$ cat src/rtl/rf_wport_arbiter.sv
// rf_wport_arbiter: round-robin arbiter driving the single register-file write port
module rf_wport_arbiter #(
  parameter int NREQ = 4,
  parameter int AW   = 5,
  parameter int DW   = 32,
  parameter int NREG = 32
) (
  input  logic                 clk,
  input  logic                 clr,
  input  logic                 stall,
  input  logic [NREQ-1:0]      req,
  input  logic [NREQ*AW-1:0]   wn,
  input  logic [NREQ*DW-1:0]   wd,
  output logic [NREQ-1:0]      gnt,
  output logic                 we,
  output logic [NREG-1:0]      wsel,
  output logic [AW-1:0]        wnum,
  output logic [DW-1:0]        wdata,
  output logic                 busy
);
  localparam int PW = (NREQ > 1) ? $clog2(NREQ) : 1;
  logic [PW-1:0]     ptr, off, win;
  logic [PW:0]       sum;
  logic [NREQ-1:0]   elig, rot, nxt_gnt;
  logic [2*NREQ-1:0] dbl;
  logic              found, go, multi;
  logic [AW-1:0]     wn_w;
  logic [DW-1:0]     wd_w;
  always_comb begin
    elig = req & ~gnt;
    dbl = {elig, elig} >> ptr;
    rot = dbl[NREQ-1:0];
    found = 1'b0;
    off = '0;
    for (int k = NREQ - 1; k >= 0; k--)
      if (rot[k]) begin
        found = 1'b1;
        off = PW'(k);
      end
    sum = {1'b0, ptr} + {1'b0, off};
    win = (sum >= (PW+1)'(NREQ)) ? PW'(sum - (PW+1)'(NREQ)) : PW'(sum);
    go = found & ~stall;
    multi = |(elig & (elig - 1'b1));
    wn_w = '0;
    wd_w = '0;
    nxt_gnt = '0;
    for (int i = 0; i < NREQ; i++)
      if (win == PW'(i)) begin
        wn_w = wn[i*AW +: AW];
        wd_w = wd[i*DW +: DW];
        nxt_gnt[i] = go;
      end
  end
  always_ff @(posedge clk) begin
    if (clr) begin
      gnt <= '0;
      we <= 1'b0;
      wsel <= '0;
      wnum <= '0;
      wdata <= '0;
      busy <= 1'b0;
      ptr <= '0;
    end else begin
      gnt <= nxt_gnt;
      we <= go && wn_w != '0;
      wsel <= (go && wn_w != '0) ? NREG'(1) << wn_w : '0;
      busy <= found & (stall | multi);
      if (go) begin
        wnum <= wn_w;
        wdata <= wd_w;
        ptr <= (win == PW'(NREQ - 1)) ? '0 : win + 1'b1;
      end
    end
  end
endmodule

$ cat config.mk
export PLATFORM = sky130hd
export DESIGN_NAME = rf_wport_arbiter
export DESIGN_NICKNAME = d
export VERILOG_FILES = /design/src/rtl/rf_wport_arbiter.sv
export SDC_FILE = /design/constraint.sdc
export NUM_CORES = 1
export LEC_CHECK = 0
export ABC_CLOCK_PERIOD_IN_PS = 3800
export BUFFER_PORTS_ARGS = -buffer_cell sky130_fd_sc_hd__buf_2
export CAP_MARGIN = 0
export CORE_MARGIN = 3
export CORE_UTILIZATION = 28
export DETAILED_ROUTE_END_ITERATION = 8
export PLACE_DENSITY = 0.54
export SLEW_MARGIN = 15
export SYNTH_ARGS = -nofsm -noshare
export SYNTH_HDL_FRONTEND = slang
export SYNTH_SLANG_ARGS = --single-unit
$ cat constraint.sdc
create_clock -name clk -period 3.8 [get_ports clk]
set_clock_uncertainty 0.05 [all_clocks]
set_input_delay 0.38 -clock clk [delete_from_list [all_inputs] [get_ports clk]]
set_output_delay 0.38 -clock clk [all_outputs]
set_load 0.005 [all_outputs]
==> key figures, run 1 <==
Outcome
  – Run status: complete, no violations

Setup path
  – RR Startpoint: gnt[1]
  – Worst Setup End Kind: flip-flop
  – WP data required: 3980 ps
  – Critical Path Start Type: flip-flop
  – R2r setup slk: between 200 and 300 ps
  – R2R Path End: we
  – Crit path launch: gnt[1]
  – CP endpoint: we
  – Worst Path Arrival: 3700 ps
  – Reg2reg path depth: 12
  – Worst Path Max Fanout: 39
  – Critical path type: reg2reg

Pwr
  – Pwr Total: ~6000 uW
  – Cell Pwr Density: 1120 mW/mm^2
  – Worst vdd ir: 0.400 mV
  – Leakage power: between 0.002 and 0.0025 uW

CTS
  – Post CTS Setup Buffer Count: 0
  – Root Driver: clkbuf_16
  – Clk_lat worst skew: 330 ps
  – Worst-path clk slew: approximately 60 ps
  – CTS sink cnt: 77
  – Cts hold-fix bufs: 0
  – Resized cells post-CTS: 0
  – Htree depth: 3
  – Total CTS buffers: 9
  – Clock tree buffer depth: 2
  – TritonCTS clock tree: built

Layout
  – Share of cells above drive strength 1: 41.5%
  – Area growth syn-to-layout: 43.4%
  – Nets: around 800
  – Finished Cell Area: 0.00535 mm^2

Detailed routing
  – Average via count per standard cell: 4.98
  – DR pass1 iterations: 5
  – Post-DR wirelength/cell: 17.3 um
  – Via Count: 4177
  – Routed wire length: approximately 15 mm
  – Drt initial violations: 241
  – Final ANT Viol Nets: 0
  – Drt drc: 0

Synthesis
  – Post-synth top area share: 41.3%
  – Synth Warn #: 0
  – Synthesized net count: 610
  – Seq/Total Area, Yosys: 41.3%
  – Syn Inst Count: 450
  – Most frequent cells after synthesis: dfxtp_1, nor3_1, nor2_1
  – Average cell area after synthesis: 8.29 um^2
  – Synth area leader: dfxtp_1
  – Post-synth EDFFs: 0
  – Top_reg_cell synth: dfxtp_1
  – Dominant cells by area after synthesis: dfxtp_1, nor3_1, a221oi_1, a211oi_1, nor2_1
  – Flop and latch count out of synthesis: 77
  – Most frequent cell after synthesis: dfxtp_1
  – Distinct cells, synth: 43
  – Post-Synthesis Cell Area: 0.00373 mm^2
  – Post-synth ARST share: 0%

Place
  – Buffers on Ports: around 230
  – Hpwl dp: 10.9 mm
  – DP Area: 0.00498 mm^2
  – GP Congestion: about 0.9

Floorplan
  – Die height: between 100 and 150 um
  – Core area: 0.0128 mm^2
  – Std cell rows: 41
  – I/O Pins: 230
  – Initial Util: 29.1%
  – Die area: 0.0147 mm^2
  – Die Span X: about 120 um

Global route
  – First-pass GRT wire length: about 21 mm
  – Antenna violations before repair: 1
  – Vias in the first global route: 3943
  – Largest net degree at the start of global routing: 66
  – GRT Overall Usage: between 10% and 20%
  – GRT overflow: 0

STA
  – Worst-Margin Slew: approximately 950 ps
  – Min Tclk post-route: 3530 ps
  – Final Cycle Share: a little over 90%
  – Fmax: roughly 280 MHz
  – Hold WS: 258 ps
  – RSZ-0062 raised after global routing: false
  – Slew headroom: 36.5%
  – Setup_tns: 0 ps
  – Final setup violation count: 0
  – Slew Limit Fails: 0
  – Count of final hold-check violations: 0

Hold path
  – HP Class: in2reg

Flow run
  – Maxcap violations: 0
power by group:
part | internal [uW] | switching (uW)
clock | 519 | 361
sequential | 1020 | 118
combinational | 1530 | 2430
flip-flops by register name (all words and copies together), names as in the netlist:
register and flops:
wdata 32, wsel 32, wnum 5, gnt 4, ptr 2, busy 1, we 1
through the flow:
stage                     instances  util, %  worst slack (ps)
after global routing            838     41.7              77.4
after global placement          816     38.9               157
final                           838     41.7               271
after detailed placement        816     38.9              3.71
after CTS                       832     41.3              97.7
after floorplan                 450        -               658
per-layer routing:
layer / up-vias / share of wire, % / track usage (%)
li1: 2082 / - / -
met1: 1887 / 43 / 23.9
met2: 196 / 47 / 29.9
met3: 12 / 8.7 / 5.59
met4: 0 / 1.3 / 6.02
met5: - / 0 / 0
how the worst min path moves through the flow:
stage | slack, ps | cells after the start | end | startpoint
detailed placement | 400 | 2 | wnum[3] | wnum[3]
finish | 260 | 2 | wnum[2] | clr
CTS | 250 | 2 | wnum[2] | clr
global route | 250 | 2 | wnum[2] | clr
global placement | 400 | 2 | wnum[3] | wnum[3]
floorplan | 400 | 2 | wnum[0] | wnum[0]
placed cells by master, fill, tap and decap left out, drive strengths merged, types with 2 or more instances in the layout:
| master | count |
|---|---|
| or2 | 3 |
| ha | 5 |
| clkinv | 3 |
| o221a | 3 |
| o22ai | 2 |
| o221ai | 3 |
| nor2b | 38 |
| a221oi | 34 |
| o211ai | 3 |
| nand2 | 18 |
| a211oi | 34 |
| nand2b | 5 |
| inv | 5 |
| a21oi | 11 |
| nand3 | 7 |
| nor4 | 2 |
| dfxtp | 77 |
| clkbuf | 9 |
| buf | 240 |
| nor2 | 68 |
| a221o | 2 |
| and2 | 3 |
| o21ai | 4 |
| nand4 | 4 |
| nor3 | 71 |
critical path: stages (launching register included):
cell      delay (ps)
dfxtp_1          350
nand2b_1         240
nor3_1            70
a311oi_1         320
o221ai_1         160
ha_1             230
xnor2_1          230
ha_2             320
buf_4            420
o21ai_0          160
o221a_2          310
or2_1            340
o21a_1           220
cell type report:
cell class              instances  area [um^2]
flip-flops and latches         77         1540
clock buffers                   9          225
well taps                     172          215
clock inverters                 7         81.3
multi-input cells             330         2030
diodes                          1         2.50
fillers                      1348         7480
inverters                       2         7.51
repair buffers                240         1240
cell families after synthesis:
family | synth area share, %
xor+xnor | 0.470
buf+inv | 5.00
simple gates | 29.9
other cells | 0.101
fa+ha+maj | 1.68
flops | 41.3
compound gates | 21.5
Power figures use the tool's default switching activity.
==> run 2, diff against run 1 <==
--- a/config.mk
+++ b/config.mk
@@ -8,10 +8,10 @@
 export ABC_CLOCK_PERIOD_IN_PS = 3800
 export BUFFER_PORTS_ARGS = -buffer_cell sky130_fd_sc_hd__buf_2
 export CAP_MARGIN = 0
-export CORE_MARGIN = 3
-export CORE_UTILIZATION = 28
+export CORE_MARGIN = 2
+export CORE_UTILIZATION = 40
 export DETAILED_ROUTE_END_ITERATION = 8
-export PLACE_DENSITY = 0.54
+export PLACE_DENSITY = 0.73
 export SLEW_MARGIN = 15
 export SYNTH_ARGS = -nofsm -noshare
 export SYNTH_HDL_FRONTEND = slang
==> run 2 against run 1 <==
Effect of this change:
- power shrank 6.6%
- highest routed layer unchanged
- wire length decreased by 12%
- worst setup slack better by 37 ps
- first-iteration DRC count fell by 38%
- clock power shrank 35%
- largest cell class unchanged
==> key figures, run 2 (synthesized netlist as in run 1, its figures left out) <==
Detailed routing
  – Drt initial violations: 149 (was 241)
  – Average via count per standard cell: 5.43 (was 4.98)
  – Final ANT Viol Nets: 0 (unchanged)
  – Post-DR wirelength/cell: 16.6 um (was 17.3 um)
  – Routed wire length: 12.9 mm (was 14.5 mm)
  – DR pass1 iterations: 5 (unchanged)
  – Via Count: 4201 (was 4177)
  – Drt drc: 0 (unchanged)

STA
  – Worst-Margin Slew: 942 ps (was 951 ps)
  – Final Cycle Share: 91.9% (was 92.9%)
  – Min Tclk post-route: 3490 ps (was 3530 ps)
  – Count of final hold-check violations: 0 (unchanged)
  – Final setup violation count: 0 (unchanged)
  – Setup_tns: 0 ps (unchanged)
  – Slew headroom: 37.1% (was 36.5%)
  – Slew Limit Fails: 0 (unchanged)
  – Fmax: 286 MHz (was 283 MHz)
  – RSZ-0062 raised after global routing: false (unchanged)
  – Hold WS: 296 ps (was 258 ps)

Layout
  – Nets: 817 (was 820)
  – Commonest cells after routing, fill and taps aside: buf_2, dfxtp_1, nor3_1, nor2_1, nor2b_1 (unchanged)
  – Area growth syn-to-layout: 37.3% (was 43.4%)
  – Filler cells: 892 (was 1348)
  – Sequential cell area: 0.00154 mm^2 (unchanged)
  – Util after Layout: 55.9% (was 41.7%)
  – Biggest regs: wdata x32, wsel x32, wnum x5 (unchanged)
  – Multi-input gate area: 0.00203 mm^2 (unchanged)
  – Share of cells above drive strength 1: 41.2% (was 41.5%)
  – Finished Cell Area: 0.00512 mm^2 (was 0.00535 mm^2)
  – Most common cell after layout, fill and taps aside: buf_2 (unchanged)

CTS
  – Htree depth: 3 (unchanged)
  – Root Driver: clkbuf_8 (was clkbuf_16)
  – Total CTS buffers: 9 (unchanged)
  – Cts hold-fix bufs: 0 (unchanged)
  – Resized cells post-CTS: 0 (unchanged)
  – TritonCTS clock tree: built (unchanged)
  – Post CTS Setup Buffer Count: 0 (unchanged)
  – Worst-path clk slew: 90 ps (was 60 ps)
  – Clock tree buffer depth: 2 (unchanged)
  – Clk_lat worst skew: 350 ps (was 330 ps)
  – CTS sink cnt: 77 (unchanged)

Global route
  – Vias in the first global route: 3890 (was 3943)
  – GRT overflow: 0 (unchanged)
  – Largest net degree at the start of global routing: 66 (unchanged)
  – GRT Overall Usage: 24.2% (was 18.7%)
  – Antenna violations before repair: 0 (was 1)
  – First-pass GRT wire length: 19.2 mm (was 21.0 mm)

Floorplan
  – Core area: 0.00915 mm^2 (was 0.0128 mm^2)
  – I/O Pins: 230 (unchanged)
  – Die height: 101 um (was 121 um)
  – Die Span X: 101 um (was 121 um)
  – Die area: 0.0101 mm^2 (was 0.0147 mm^2)
  – Std cell rows: 35 (was 41)
  – Initial Util: 40.7% (was 29.1%)

Pwr
  – Clock Power Share: 10.3% (was 14.7%)
  – Internal power: 2770 uW (was 3060 uW)
  – Sequential power share: 20.3% (was 19.0%)
  – Leakage power: 0.00235 uW (was 0.00243 uW)
  – Gate power share: 69.4% (was 66.2%)
  – Cell Pwr Density: 1090 mW/mm^2 (was 1120 mW/mm^2)
  – Worst vdd ir: 0.608 mV (was 0.400 mV)
  – Psw: 2810 uW (was 2910 uW)
  – Sw frac: 50.4% (was 48.7%)

Setup path
  – Critical Path Start Type: flip-flop (unchanged)
  – Worst Path Max Fanout: 39 (unchanged)
  – Worst Setup End Kind: flip-flop (unchanged)
  – Critical path type: reg2reg (unchanged)
  – WP data required: 4000 ps (was 3980 ps)
  – Worst Path Arrival: 3690 ps (was 3700 ps)

Place
  – Buffers on Ports: 229 (unchanged)
  – Hpwl dp: 9.27 mm (was 10.9 mm)
  – DP Area: 0.00489 mm^2 (was 0.00498 mm^2)
  – GP Congestion: 0.871 (was 0.892)

Hold path
  – HP Class: in2reg (unchanged)

Outcome
  – Run status: complete, no violations (unchanged)

Flow run
  – Maxcap violations: 0 (unchanged)
run 2: changes by cell type in the layout (fill, tap and decap cells not counted):
cell / delta
buf_4: -3
bufinv_16: -1
clkbuf_16: -9
clkbuf_8: +9
clkinvlp_4: +3
clkinv_4: -2
run 2: power groups by stage:
stage | sequential (uW) | clock (uW) | combinational [uW]
6_report | 1130 | 575 | 3870
5_1_grt | 1150 | 623 | 4280
4_1_cts | 1130 | 587 | 3680
3_5_place_dp | 1150 | 0 | 3660
3_3_place_gp | 1140 | 0 | 3570
2_1_floorplan | 1150 | 0 | 2740
run 2: final timing paths:
kind                            startpoint         to  slack [ps]  depth (start not counted)
worst max-delay path                gnt[1]         we         310                         12
worst min-delay path               wd[122]  wdata[26]         300                          3
worst max register to register      gnt[1]         we         310                         12
worst min register to register     wnum[2]    wnum[2]         410                          2
run 2: area by class of cell:
cell class,count,area share [%]
diodes,1,0.0489
clock buffers,9,2.42
clock inverters,7,1.10
inverters,2,0.147
multi-input cells,330,39.7
flip-flops and latches,77,30.1
well taps,111,2.71
repair buffers,237,23.8
run 2: critical path: stages, from the launching register on:
cell      delay (ps)
dfxtp_1          360
nand2b_1         230
nor3_1            70
a311oi_1         300
o221ai_1         150
ha_1             230
xnor2_1          220
ha_2             320
buf_4            430
o21ai_0          170
o221a_2          310
or2_1            330
o21a_1           210
run 2: per-stage QoR:
| stage | setup slack, ps | power [uW] | cells |
|---|---|---|---|
| global route | 61.8 | 6060 | 773 |
| detailed placement | 37.2 | 4810 | 753 |
| floorplan | 658 | 3880 | 450 |
| global placement | 179 | 4710 | 753 |
| finish | 308 | 5580 | 774 |
| CTS | 140 | 5400 | 769 |
run 2: layer usage:
| layer | global-route usage, % | wire length (um) | vias up |
|---|---|---|---|
| met5 | 0 | 0 | - |
| met4 | 9.38 | 348 | 0 |
| met3 | 6.66 | 1040 | 26 |
| met2 | 40.6 | 6300 | 202 |
| met1 | 29.4 | 5170 | 1913 |
| li1 | - | - | 2060 |
==> run 3, diff against run 2 <==
--- a/config.mk
+++ b/config.mk
@@ -5,13 +5,14 @@
 export SDC_FILE = /design/constraint.sdc
 export NUM_CORES = 1
 export LEC_CHECK = 0
-export ABC_CLOCK_PERIOD_IN_PS = 3800
+export ABC_CLOCK_PERIOD_IN_PS = 3050
 export BUFFER_PORTS_ARGS = -buffer_cell sky130_fd_sc_hd__buf_2
 export CAP_MARGIN = 0
 export CORE_MARGIN = 2
-export CORE_UTILIZATION = 40
+export CORE_UTILIZATION = 39
+export CTS_CLUSTER_SIZE = 16
 export DETAILED_ROUTE_END_ITERATION = 8
-export PLACE_DENSITY = 0.73
+export PLACE_DENSITY = 0.75
 export SLEW_MARGIN = 15
 export SYNTH_ARGS = -nofsm -noshare
 export SYNTH_HDL_FRONTEND = slang
==> constraint.sdc (replaced) <==
create_clock -name clk -period 3.05 [get_ports clk]
set_clock_uncertainty 0.05 [all_clocks]
set_input_delay 0.305 -clock clk [delete_from_list [all_inputs] [get_ports clk]]
set_output_delay 0.305 -clock clk [all_outputs]
set_load 0.005 [all_outputs]
==> run 3 against run 2 <==
Effect of this change:
- via count grew 5.5%
- final area grew 10%
- clock power increased by 32%
- sequential power grew 26%
- clock-buffer cell count stayed put
- hold slack got worse by 99 ps
- cell count up 5.3%
- global-route usage grew 0.45 points
- critical path depth up 3
- wire length rose by 8.2%
==> key figures, run 3 (synthesized netlist as in run 1, its figures left out) <==
Hold path
  – HP Class: in2reg (unchanged)
  – Min-delay src: wd[126] (was wd[122])
  – Hold depth: 3 (unchanged)
  – Hold endpoint: wdata[30] (was wdata[26])

STA
  – Count of final hold-check violations: 0 (unchanged)
  – Slew headroom: 39.9% (was 37.1%)
  – Slew Limit Fails: 0 (unchanged)
  – Final setup violation count: 0 (unchanged)
  – Final Cycle Share: 97.7% (was 91.9%)
  – Min Tclk post-route: 2980 ps (was 3490 ps)
  – Fmax: 336 MHz (was 286 MHz)
  – PnR worst setup slack: 70.2 ps (was 308 ps)
  – Worst-Margin Slew: 899 ps (was 942 ps)

Pwr
  – Worst vdd ir: 0.919 mV (was 0.608 mV)
  – Leakage power: 0.00255 uW (was 0.00235 uW)
  – Cell Pwr Density: 1510 mW/mm^2 (was 1090 mW/mm^2)

Floorplan
  – Std cell rows: 35 (unchanged)
  – I/O Pins: 230 (unchanged)
  – Initial Util: 40.4% (was 40.7%)
  – Core area: 0.00924 mm^2 (was 0.00915 mm^2)
  – Die area: 0.0104 mm^2 (was 0.0101 mm^2)
  – Die Span X: 102 um (was 101 um)
  – Die height: 102 um (was 101 um)

CTS
  – TritonCTS clock tree: built (unchanged)
  – Clock tree buffer depth: 2 (unchanged)
  – Htree depth: 3 (unchanged)
  – Cts hold-fix bufs: 0 (unchanged)
  – Total CTS buffers: 9 (unchanged)
  – Clk_lat worst skew: 350 ps (about the same)
  – Worst-path clk slew: 100 ps (was 90 ps)
  – Root Driver: clkbuf_8 (unchanged)
  – CTS sink cnt: 77 (unchanged)

Place
  – DP Area: 0.00508 mm^2 (was 0.00489 mm^2)
  – Placed cells: 790 (was 753)
  – Post-place setup slack: -278 ps (was 37.2 ps)
  – Buffers on Ports: 229 (unchanged)
  – Hpwl dp: 10.0 mm (was 9.27 mm)
  – GP Congestion: 0.953 (was 0.871)

Setup path
  – Worst Path Arrival: 3210 ps (was 3690 ps)
  – R2r setup slk: 70 ps (was 310 ps)
  – Critical path type: reg2reg (unchanged)
  – Worst Setup End Kind: flip-flop (unchanged)
  – R2R Path End: wsel[13] (was we)
  – RR Startpoint: gnt[0] (was gnt[1])
  – Worst Path Max Fanout: 7 (was 39)
  – Critical-path cell list: nor2b_4, buf_4, o211ai_1, a211oi_1, a211oi_1, buf_4, xnor2_4, ha_2, nor2b_4, buf_6, a221oi_4, nor2_2, buf_6, nand4_1, nor2_1 (was nand2b_1, nor3_1, a311oi_1, o221ai_1, ha_1, xnor2_1, ha_2, buf_4, o21ai_0, o221a_2, or2_1, o21a_1)
  – Critical Path Start Type: flip-flop (unchanged)
  – Slowest stage delay, CP: 370 ps (was 430 ps)
  – Reg2reg path depth: 15 (was 12)
  – Slowest CP cell: dfxtp_4 (was buf_4)
  – WP data required: 3280 ps (was 4000 ps)

Detailed routing
  – Final ANT Viol Nets: 0 (unchanged)
  – Met2 routed WL: 6.96 mm (was 6.30 mm)
  – Highest metal used: met4 (unchanged)
  – Post-DR wirelength/cell: 17.1 um (was 16.6 um)
  – Average via count per standard cell: 5.44 (was 5.43)
  – Drt drc: 0 (unchanged)
  – Met3 wire len: 1.27 mm (was 1.04 mm)
  – DR pass1 iterations: 4 (was 5)
  – Drt initial violations: 137 (was 149)
  – Metal-1 WL: 5.46 mm (was 5.17 mm)
  – Routed wire length: 13.9 mm (was 12.9 mm)
  – Via Count: 4432 (was 4201)

Global route
  – Vias in the first global route: 4006 (was 3890)
  – Largest net degree at the start of global routing: 41 (was 66)
  – First-pass GRT wire length: 19.7 mm (was 19.2 mm)
  – GRT overflow: 0 (unchanged)
  – GRT Overall Usage: 24.6% (was 24.2%)
  – Antenna violations before repair: 1 (was 0)

Layout
  – Filler cells: 834 (was 892)
  – Final Non-Filler Cells: 815 (was 774)
  – Biggest regs: wdata x32, wsel x32, wnum x5 (unchanged)
  – Nets: 840 (was 817)
  – Commonest cells after routing, fill and taps aside: buf_2, dfxtp_1, nor3_1, nor2_1, nor2b_1 (unchanged)
  – Finished Cell Area: 0.00566 mm^2 (was 0.00512 mm^2)
  – Area growth syn-to-layout: 51.7% (was 37.3%)
  – Share of cells above drive strength 1: 48.3% (was 41.2%)
  – Most common cell after layout, fill and taps aside: buf_2 (unchanged)

Outcome
  – Run status: complete, no violations (unchanged)

Flow run
  – Maxcap violations: 0 (unchanged)
## run 3: timing repair
action                                  in CTS  in global routing
cloned                                       0                  2
resized for setup                            8                 47
buffers inserted                             1                  5
endpoints found under the setup margin      39                 68
pin swaps                                    2                 26
## run 3: routing by layer
| layer | GRT usage (%) | up-vias |
|---|---|---|
| met5 | 0 | - |
| met4 | 9.88 | 0 |
| met1 | 28.4 | 2034 |
| li1 | - | 2112 |
| met2 | 43.4 | 264 |
| met3 | 6.28 | 22 |
## run 3: through the flow
stage	total power, uW	hold WS, ps	utilization, %	TNS, ps
finish	8550	196	61.2	0
global route	9120	187	61.2	-848
CTS	7420	205	57.7	-8.09
detailed placement	6500	398	55.0	-5320
global placement	6410	399	55.0	-113
floorplan	4840	403	-	0
## run 3: layout make-up
| class | count | area (um^2) | area share, % |
|---|---|---|---|
| inverters | 2 | 7.51 | 0.133 |
| repair buffers | 261 | 1480 | 26.2 |
| clock inverters | 7 | 63.8 | 1.13 |
| multi-input cells | 329 | 2270 | 40.1 |
| flip-flops and latches | 77 | 1550 | 27.4 |
| diodes | 1 | 2.50 | 0.0442 |
| clock buffers | 9 | 124 | 2.19 |
| well taps | 129 | 161 | 2.85 |
## run 3: critical path: cells and delay by family (launching register included)
family	cells	cell delay, ps
and+or+nand+nor	5	1030
xor gates and xnor gates	1	170
DFF	1	370
adders and majority gates	1	220
buffers and inverters	4	590
AOI/OAI and AO/OA	4	490
## run 3: how the worst max path moves through the flow
stage	start	endpoint	slack (ps)	depth (start not counted)
after floorplan	ptr[0]	we	50	13
after global placement	req[0]	wdata[0]	-110	15
after detailed placement	req[0]	wdata[0]	-280	15
after CTS	gnt[1]	wsel[13]	-7	13
after global routing	gnt[0]	wsel[28]	-70	15
final	gnt[0]	wsel[13]	70	15
## run 3: where the power goes
group / switching, uW / internal [uW] / leakage, uW
combinational: 3460 / 2910 / 0.00183
clock: 442 / 316 / 0.0000907
sequential: 144 / 1270 / 0.000632
